==> src/rtl/tdm_pkg.sv <==
// Shared definitions for the TDM neuron pipeline: default widths, spike threshold,
// and the address-event payload type.
package tdm_pkg;

    localparam int unsigned NEURON_COUNT_DEF = 500;
    localparam int unsigned DATA_WIDTH_DEF   = 16;
    localparam int unsigned TS_W_DEF         = 16;
    localparam int unsigned ID_W_DEF         = $clog2(NEURON_COUNT_DEF);

    // Roughly +30 mV in the membrane-state fixed-point scale.
    localparam logic signed [DATA_WIDTH_DEF-1:0] SPIKE_THRESH_DEF = 16'sd2259;

    typedef struct packed {
        logic [ID_W_DEF-1:0] id;
        logic [TS_W_DEF-1:0] ts;
    } aer_event_t;

endpackage

==> src/rtl/sync_fifo.sv <==
// Synchronous first-word-fall-through FIFO with occupancy output.
// A push while full is accepted when a pop happens in the same cycle.
module sync_fifo #(
    parameter int unsigned WIDTH = 8,
    parameter int unsigned DEPTH = 16
) (
    input  logic                     clk,
    input  logic                     rst,
    input  logic                     push,
    input  logic [WIDTH-1:0]         wdata,
    input  logic                     pop,
    output logic [WIDTH-1:0]         rdata,
    output logic                     full,
    output logic                     empty,
    output logic [$clog2(DEPTH):0]   level
);

    localparam int unsigned AW = $clog2(DEPTH);

    logic [WIDTH-1:0] mem_q [DEPTH];
    logic [WIDTH-1:0] mem_d [DEPTH];
    logic [AW-1:0]    wr_ptr_q, wr_ptr_d;
    logic [AW-1:0]    rd_ptr_q, rd_ptr_d;
    logic [AW:0]      level_q, level_d;
    logic             do_push, do_pop;

    assign empty = (level_q == '0);
    assign full  = (level_q == (AW+1)'(DEPTH));
    assign level = level_q;
    assign rdata = mem_q[rd_ptr_q];

    always_comb begin
        do_pop   = pop && !empty;
        do_push  = push && (!full || do_pop);
        mem_d    = mem_q;
        wr_ptr_d = wr_ptr_q;
        rd_ptr_d = rd_ptr_q;
        level_d  = level_q;
        if (do_push) begin
            mem_d[wr_ptr_q] = wdata;
            wr_ptr_d        = wr_ptr_q + AW'(1);
        end
        if (do_pop) begin
            rd_ptr_d = rd_ptr_q + AW'(1);
        end
        if (do_push && !do_pop) begin
            level_d = level_q + (AW+1)'(1);
        end else if (do_pop && !do_push) begin
            level_d = level_q - (AW+1)'(1);
        end
    end

    always_ff @(posedge clk) begin
        if (rst) begin
            wr_ptr_q <= '0;
            rd_ptr_q <= '0;
            level_q  <= '0;
        end else begin
            wr_ptr_q <= wr_ptr_d;
            rd_ptr_q <= rd_ptr_d;
            level_q  <= level_d;
        end
    end

    // Storage needs no reset: the output is qualified by empty.
    always_ff @(posedge clk) begin
        mem_q <= mem_d;
    end

endmodule

==> src/rtl/tdm_spike_encoder.sv <==
// Threshold spike detector on the TDM write-back stream, emitting AER events via a FIFO.
// Define SPIKE_ENC_EDGE_EN to fire only on rising threshold crossings per neuron.
module tdm_spike_encoder
    import tdm_pkg::*;
#(
    parameter int unsigned                    NEURON_COUNT = NEURON_COUNT_DEF,
    parameter int unsigned                    DATA_WIDTH   = DATA_WIDTH_DEF,
    parameter logic signed [DATA_WIDTH-1:0]   SPIKE_THRESH = SPIKE_THRESH_DEF,
    parameter int unsigned                    FIFO_DEPTH   = 16,
    parameter int unsigned                    TS_W         = TS_W_DEF,
    localparam int unsigned                   ID_W         = $clog2(NEURON_COUNT)
) (
    input  logic                           clk,
    input  logic                           rst,
    input  logic                           in_valid,
    input  logic [ID_W-1:0]                in_id,
    input  logic signed [DATA_WIDTH-1:0]   in_v,
    output logic                           aer_valid,
    input  logic                           aer_ready,
    output logic [ID_W-1:0]                aer_id,
    output logic [TS_W-1:0]                aer_ts,
    output logic [TS_W-1:0]                ts_count,
    output logic [15:0]                    drop_count,
    output logic [$clog2(FIFO_DEPTH):0]    fifo_level
);

    logic            hit, last_slot, spike_event;
    logic            s1_hit_q, s1_hit_d;
    logic [ID_W-1:0] s1_id_q, s1_id_d;
    logic [TS_W-1:0] s1_ts_q, s1_ts_d;
    logic [TS_W-1:0] ts_count_q, ts_count_d;
    logic [15:0]     drop_count_q, drop_count_d;
    logic            fifo_push, fifo_pop, fifo_full, fifo_empty;
    logic [ID_W+TS_W-1:0] fifo_rdata;

    assign hit       = in_valid && (in_v >= SPIKE_THRESH);
    assign last_slot = in_valid && (in_id == ID_W'(NEURON_COUNT - 1));

`ifdef SPIKE_ENC_EDGE_EN
    logic [NEURON_COUNT-1:0] flag_q, flag_d;
    logic                    in_range;

    assign in_range = (32'(in_id) < NEURON_COUNT);

    // Out-of-range ids have no flag and behave level-sensitively.
    always_comb begin
        flag_d      = flag_q;
        spike_event = hit && !(in_range && flag_q[in_id]);
        if (in_valid && in_range) begin
            flag_d[in_id] = hit;
        end
    end

    always_ff @(posedge clk) begin
        if (rst) begin
            flag_q <= '0;
        end else begin
            flag_q <= flag_d;
        end
    end
`else
    assign spike_event = hit;
`endif

    assign fifo_pop  = !fifo_empty && aer_ready;
    assign fifo_push = s1_hit_q && (!fifo_full || fifo_pop);

    always_comb begin
        s1_hit_d     = spike_event;
        s1_id_d      = in_id;
        s1_ts_d      = ts_count_q;
        ts_count_d   = ts_count_q;
        drop_count_d = drop_count_q;
        if (last_slot) begin
            ts_count_d = ts_count_q + TS_W'(1);
        end
        if (s1_hit_q && !fifo_push && (drop_count_q != 16'hFFFF)) begin
            drop_count_d = drop_count_q + 16'd1;
        end
    end

    always_ff @(posedge clk) begin
        if (rst) begin
            s1_hit_q     <= 1'b0;
            s1_id_q      <= '0;
            s1_ts_q      <= '0;
            ts_count_q   <= '0;
            drop_count_q <= '0;
        end else begin
            s1_hit_q     <= s1_hit_d;
            s1_id_q      <= s1_id_d;
            s1_ts_q      <= s1_ts_d;
            ts_count_q   <= ts_count_d;
            drop_count_q <= drop_count_d;
        end
    end

    sync_fifo #(
        .WIDTH (ID_W + TS_W),
        .DEPTH (FIFO_DEPTH)
    ) u_fifo (
        .clk   (clk),
        .rst   (rst),
        .push  (fifo_push),
        .wdata ({s1_id_q, s1_ts_q}),
        .pop   (fifo_pop),
        .rdata (fifo_rdata),
        .full  (fifo_full),
        .empty (fifo_empty),
        .level (fifo_level)
    );

    // Payload reads as zero while no event is held.
    assign aer_valid  = !fifo_empty;
    assign aer_id     = fifo_empty ? '0 : fifo_rdata[TS_W +: ID_W];
    assign aer_ts     = fifo_empty ? '0 : fifo_rdata[TS_W-1:0];
    assign ts_count   = ts_count_q;
    assign drop_count = drop_count_q;

endmodule

==> config.mk <==
export PLATFORM = sky130hd
export DESIGN_NAME = tdm_spike_encoder
export DESIGN_NICKNAME = d
export VERILOG_FILES = /design/src/rtl/tdm_pkg.sv /design/src/rtl/sync_fifo.sv /design/src/rtl/tdm_spike_encoder.sv
export SDC_FILE = /design/constraint.sdc
export NUM_CORES = 1
export LEC_CHECK = 0
export ABC_AREA = 1
export BUFFER_PORTS_ARGS = -buffer_cell sky130_fd_sc_hd__clkbuf_2
export CAP_MARGIN = 20
export CORE_ASPECT_RATIO = 1.1
export CORE_MARGIN = 1.5
export CORE_UTILIZATION = 55
export DETAILED_ROUTE_END_ITERATION = 10
export PLACE_DENSITY = 0.76
export SLEW_MARGIN = 30
export SYNTH_ARGS = -nofsm -noshare
export SYNTH_HDL_FRONTEND = slang
export SYNTH_SLANG_ARGS = --single-unit
==> constraint.sdc <==
create_clock -name clk -period 2.5 [get_ports clk]
set_input_delay 0.125 -clock clk [delete_from_list [all_inputs] [get_ports clk]]
set_output_delay 0.125 -clock clk [all_outputs]
set_load 0.01 [all_outputs]
==> results_dict.tcl, run 1 <==
set metrics [dict create \
    cp_slowest_stage_delay_ns 0.41 \
    crit_chain "buf_6, clkinv_8, buf_4, nand2_1, nand3_1, nand3_1, nand2_1, nand2_1, a21oi_1, clkbuf_2" \
    final_nets 1989 \
    cp-start-kind "flip-flop" \
    drc_errors 0 \
    reg2reg_from "u_fifo.level[1]" \
    critPathBufInv 4 \
    drt-initial-drc-count 1745 \
    design.die.area_sq_um 36400 \
    num_vias 14143 \
    dr.pass1.iters 5 \
    relSlewSlack_pct 50.5 \
    clk_path_buf_depth 3 \
    root_buffer "clkbuf_16" \
    status "completed" \
    via_per_inst 5.84 \
    cts_made_buffers 46 \
    setup_violations 0 \
    synthCells 1826 \
    antenna_found_initial 1 \
    ys_ff_latch 471 \
    rows 71 \
    routabilityCongestion 0.868 \
    powerDensity_nw_per_um2 911 \
    wl_per_cell_um 20.3 \
    crit_type "reg2out" \
    p_leak_uw 0.00846 \
    most-common-layout-cells "nand2_1 (633), edfxtp_1 (400), nand3_1 (326)" \
    finalHoldViolCount 0 \
    yosys_warnings 0 \
    seq_power_share_pct 42.0 \
    die-width_um 182 \
    maxCapViolations 0 \
    htreeDepth 2 \
    ys_seq_area_share_pct 69.3 \
    switchingPower_uw 6320 \
    grt_usage_pct 26.5 \
    p_clk_share_pct 33.2 \
    pre_cts_slack_ns 0.304 \
    cp.arrival_ns 2.35 \
    rsz0062_at_grt "true" \
    postRouteAntennaNets 0 \
    p_int_uw 14300 \
    cts_num_sinks 471 \
    cts_tree "built" \
    layout-drive-gt1-share_pct 13.6 \
    ioPinCount 92 \
    grt_max_degree 103 \
    hold_depth 4 \
    ys_types 28 \
    rrSetupSlack_ns 0.29 \
    hp-start "aer_ready" \
    post-route-period-util_pct 98.9 \
    endpoint_kind "output pin" \
    diodes 0 \
    fp.dieH_um 200 \
    min-delay-path-class "in2reg" \
    cp_common_cell "nand2_1" \
    core_area_sq_um 34500 \
    finalMaxSlewViolations 0 \
    overflow 0 \
    syn2layout_area_growth_pct 16.5 \
    reg2reg_to "u_fifo.level[4]" \
    grt_pass1_wl_um 73600 \
    max_freq_mhz 405 \
    p_sw_share_pct 30.7 \
    grt_pass1_vias 13526 \
    syn-cell-area_sq_um 19400 \
    combPwrFrac_pct 24.8 \
    clock_latency_ns 0.57 \
    setup-tns-final_ns 0 \
    setup_ws_ns 0.0280 \
    min_period_ns 2.47 \
    dpl.hpwl_um 27500 \
    clkSlewWorstSetupHoldPaths_ns 0.06 \
    syn_area_per_cell_sq_um 10.6 \
    finalWirelength_um 49300 \
    start_util_pct 56.3 \
    finalClockSkew_ns 0.0303 \
    r2r_cells 13 \
    ir_worst_vdd_v 0.000546 \
    slowest_stage "dfxtp_4" \
    required_ns 2.38 \
    io_buffers 91 \
    synth_nets 1867 \
    min_to "u_fifo.rd_ptr_q[0]" \
    worst_pin_slew_ns 0.741 \
    path_delay_family "buffers and inverters" \
    cp_max_fo 10 \
    layout_commonest_cell "nand2_1" \
]
-- synthesized netlist by cell type --
| cell type | number | area share, % |
|---|---|---|
| nand4_1 | 13 | 0.42 |
| clkbuf_1 | 34 | 0.66 |
| o21bai_1 | 1 | 0.039 |
| nand3_1 | 327 | 8.4 |
| dfxtp_1 | 71 | 7.3 |
| nand3b_1 | 1 | 0.039 |
| clkinv_1 | 2 | 0.039 |
| a21oi_2 | 8 | 0.36 |
| o211ai_1 | 1 | 0.039 |
| buf_1 | 13 | 0.25 |
| buf_6 | 1 | 0.058 |
| nor3_1 | 9 | 0.23 |
| nand2_2 | 3 | 0.097 |
| nand2_1 | 634 | 12 |
| buf_4 | 1 | 0.039 |
| fa_1 | 1 | 0.10 |
| edfxtp_1 | 400 | 62 |
| nor2_1 | 107 | 2.1 |
| buf_2 | 45 | 1.2 |
| inv_1 | 57 | 1.1 |
| xnor2_1 | 3 | 0.14 |
| o21ai_4 | 1 | 0.084 |
| ha_1 | 11 | 0.71 |
| o21ai_0 | 14 | 0.36 |
| xor2_1 | 13 | 0.59 |
| nor2_2 | 1 | 0.032 |
| a21oi_1 | 53 | 1.4 |
| nor2_4 | 1 | 0.058 |
-- cell families after synthesis --
logic type / after synthesis / share of synthesized area [%]
compound gates: 78 / 2.25
buf+inv: 153 / 3.31
simple gates: 1096 / 23.7
xor+xnor: 16 / 0.722
flops: 471 / 69.3
fa+ha+maj: 12 / 0.813
-- through the flow --
| step | utilization [%] | total power, uW | hold slack (ns) | area (sq um) | cells |
|---|---|---|---|---|---|
| after global placement | 60.0 | 13300 | 0.349 | 20700 | 2314 |
| after detailed placement | 60.0 | 13400 | 0.356 | 20700 | 2314 |
| after CTS | 64.7 | 20100 | 0.00856 | 22300 | 2409 |
| after floorplan | - | 11800 | 0.232 | 19400 | 1826 |
| after global routing | 65.6 | 21400 | 0.0441 | 22600 | 2421 |
| final | 65.6 | 20600 | 0.0211 | 22600 | 2421 |
-- cell type report --
cell class / instances / area, sq um
Clock buffer: 62 / 1270
Clock inverter: 21 / 221
Fill cell: 2526 / 11900
Inverter: 59 / 239
Multi-Input combinational cell: 1202 / 5480
Sequential cell: 471 / 13400
Tap cell: 438 / 548
Timing Repair Buffer: 167 / 1390
Timing Repair inverter: 1 / 8.76
-- metal layers --
metal | vias up | GRT usage (%) | share of wire [%]
met5 | - | 0 | 0
met4 | 0 | 9.34 | 2.6
met3 | 100 | 3.77 | 8.8
met2 | 763 | 44.7 | 49
met1 | 6785 | 35.5 | 40
li1 | 6495 | - | -
-- worst reg2reg max path: cells and delay by family, from the launching register on --
family | cells | cell delay (ns)
AOI/OAI and AO/OA | 2 | 0.24
adders and majority gates | 2 | 0.56
buffers and inverters | 1 | 0.11
DFF | 1 | 0.36
and+or+nand+nor | 8 | 0.82
-- what timing repair did --
action                     4_1_cts  5_1_grt
cloned                           0        6
setup endpoints to repair        4       15
hold endpoints to repair        10        0
pin swaps                        0        0
gates resized for setup          2       25
hold buffers                    12        0
setup buffers                    0        6
-- power by group through the flow --
stage / Combinational, uW / Sequential [uW] / Clock [uW]
3_3_place_gp: 4460 / 8790 / 0
6_report: 5100 / 8640 / 6840
4_1_cts: 4620 / 8630 / 6890
2_1_floorplan: 3010 / 8770 / 0
3_5_place_dp: 4560 / 8800 / 0
5_1_grt: 5600 / 8650 / 7200
-- state kept, by name, summed over array words and instances, names as in the netlist --
| register | cells |
|---|---|
| drop_count | 16 |
| s1_hit_q | 1 |
| s1_id_q | 9 |
| s1_ts_q | 16 |
| ts_count | 16 |
| u_fifo.level | 5 |
| u_fifo.mem_q | 400 |
| u_fifo.rd_ptr_q | 4 |
| u_fifo.wr_ptr_q | 4 |
-- worst max-delay path by stage --
stage	start	end	slack, ns	cells past startpoint
after detailed placement	u_fifo.level[1]	u_fifo.level[4]	0.30	14
final	u_fifo.rd_ptr_q[0]	aer_ts[14]	0.03	10
after CTS	u_fifo.rd_ptr_q[0]	aer_ts[6]	0.02	8
after global placement	u_fifo.level[4]	u_fifo.level[3]	0.33	14
after floorplan	u_fifo.level[0]	u_fifo.mem_q[100]	-0.007	6
after global routing	u_fifo.rd_ptr_q[0]	aer_ts[15]	-0.04	10
(Power assumes the default switching activity.)
==> inputs of run 2 (changes only) <==
--- a/config.mk
+++ b/config.mk
@@ -12,7 +12,7 @@
 export CORE_MARGIN = 1.5
 export CORE_UTILIZATION = 55
 export DETAILED_ROUTE_END_ITERATION = 10
-export PLACE_DENSITY = 0.76
+export PLACE_DENSITY = 0.81
 export SLEW_MARGIN = 30
 export SYNTH_ARGS = -nofsm -noshare
 export SYNTH_HDL_FRONTEND = slang
==> results_dict.tcl, run 2 (same netlist as run 1, synthesis figures left out) <==
set metrics [dict create \
    min_period_ns 2.43 \
    die-width_um 182 \
    drc_errors 0 \
    powerDensity_nw_per_um2 902 \
    htreeDepth 2 \
    finalMaxSlewViolations 0 \
    cts_made_buffers 44 \
    syn2layout_area_growth_pct 16.6 \
    fin_util_pct 65.6 \
    finalHoldViolCount 0 \
    reg2reg_from "u_fifo.level[0]" \
    clkSlewWorstSetupHoldPaths_ns 0.07 \
    final_nets 1980 \
    root_buffer "clkbuf_16" \
    critPathCapture "aer_id[8]" \
    finalClockSkew_ns 0.0203 \
    diodes 0 \
    antenna_found_initial 0 \
    drt-initial-drc-count 1893 \
    reg2reg_to "u_fifo.level[4]" \
    setup-tns-final_ns 0 \
    crit_cells 6 \
    layout-drive-gt1-share_pct 12.8 \
    relSlewSlack_pct 52.0 \
    wl_per_cell_um 21.2 \
    layout_commonest_cell "nand2_1" \
    num_vias 14507 \
    clock_latency_ns 0.56 \
    dpl.hpwl_um 28400 \
    endpoint_kind "output pin" \
    routabilityCongestion 0.913 \
    dr.pass1.iters 6 \
    cp-start-kind "flip-flop" \
    cp_max_fo 24 \
    crit_type "reg2out" \
    postRouteAntennaNets 0 \
    fin_hold_ws_ns 0.0751 \
    ioPinCount 92 \
    cp.arrival_ns 2.31 \
    grt_pass1_vias 14036 \
    setup_ws_ns 0.0660 \
    most-common-layout-cells "nand2_1 (633), edfxtp_1 (400), nand3_1 (327)" \
    cts_num_sinks 471 \
    total_power_uw 20400 \
    clk_path_buf_depth 3 \
    critPathBufInv 2 \
    cp-startpoint "u_fifo.rd_ptr_q[2]" \
    overflow 0 \
    ir_worst_vdd_v 0.000615 \
    worst_pin_slew_ns 0.719 \
    status "completed" \
    largest-register "u_fifo.mem_q" \
    grt_max_degree 103 \
    cts_tree "built" \
    min-delay-path-class "in2reg" \
    start_util_pct 56.3 \
    required_ns 2.38 \
    r2r_cells 12 \
    core_area_sq_um 34500 \
    p_leak_uw 0.00842 \
    pre_cts_slack_ns 0.248 \
    grt_pass1_wl_um 77100 \
    slowest_stage "dfxtp_2" \
    maxCapViolations 0 \
    finalWirelength_um 51000 \
    io_buffers 91 \
    rrSetupSlack_ns 0.27 \
    cp_slowest_stage_delay_ns 0.60 \
    post-route-period-util_pct 97.4 \
    grt_usage_pct 27.7 \
    setup_violations 0 \
    largest_register_ffs 400 \
    rows 71 \
    design.die.area_sq_um 36400 \
    via_per_inst 6.01 \
    crit_chain "buf_4, nand3_1, nand2_1, nand2_1, a21oi_2, clkbuf_2" \
    fp.dieH_um 200 \
    cp_common_cell "nand2_1" \
    max_freq_mhz 411 \
    path_delay_family "flip-flops" \
]
-- run 2: where the power goes --
group / internal, uW / switching, uW
clock network: 3770 / 2830
logic: 1780 / 3350
registers: 8520 / 138
-- run 2: worst min-delay path by stage --
| stage | start | cells past startpoint | endpoint | slack [ns] |
|---|---|---|---|---|
| floorplan | in_id[6] | 2 | s1_id_q[6] | 0.23 |
| global placement | in_id[7] | 3 | s1_id_q[7] | 0.34 |
| detailed placement | in_id[7] | 3 | s1_id_q[7] | 0.34 |
| CTS | in_valid | 5 | ts_count[11] | 0.06 |
| global route | in_valid | 5 | ts_count[11] | 0.09 |
| finish | in_valid | 5 | ts_count[11] | 0.08 |
-- run 2: per-stage QoR --
step / instances / cell area [sq um]
after CTS: 2406 / 22400
after floorplan: 1826 / 19400
after global routing: 2412 / 22600
final: 2412 / 22600
after detailed placement: 2309 / 20800
after global placement: 2309 / 20800
-- run 2: timing repair --
action	CTS	global route
resized for setup	6	17
endpoints found under the hold margin	12	0
cloned	3	4
hold buffers	13	0
setup endpoints to repair	19	20
setup buffers	0	3
pin swaps	0	0
-- run 2: worst reg2reg max path, delay by kind of cell, from the launching register on --
family          cells  cell delay (ns)
buf+inv             1             0.11
simple gates        6             0.73
fa+ha+maj           2             0.61
compound gates      3             0.26
flops               1             0.37
-- run 2: layer usage --
| layer | wire length (um) | share of wire [%] | GRT usage, % | vias up |
|---|---|---|---|---|
| li1 | - | - | - | 6493 |
| met1 | 18900 | 37 | 34.8 | 6950 |
| met2 | 25400 | 50 | 47.7 | 929 |
| met3 | 5060 | 9.9 | 4.97 | 135 |
| met4 | 1760 | 3.5 | 11.6 | 0 |
| met5 | 0 | 0 | 0 | - |
-- run 2: final cells by class --
type / instances / area (sq um)
Sequential cell: 471 / 13400
Fill cell: 2358 / 11900
Multi-Input combinational cell: 1202 / 5460
Timing Repair Buffer: 161 / 1500
Clock buffer: 68 / 1290
Tap cell: 438 / 548
Inverter: 59 / 250
Clock inverter: 13 / 124
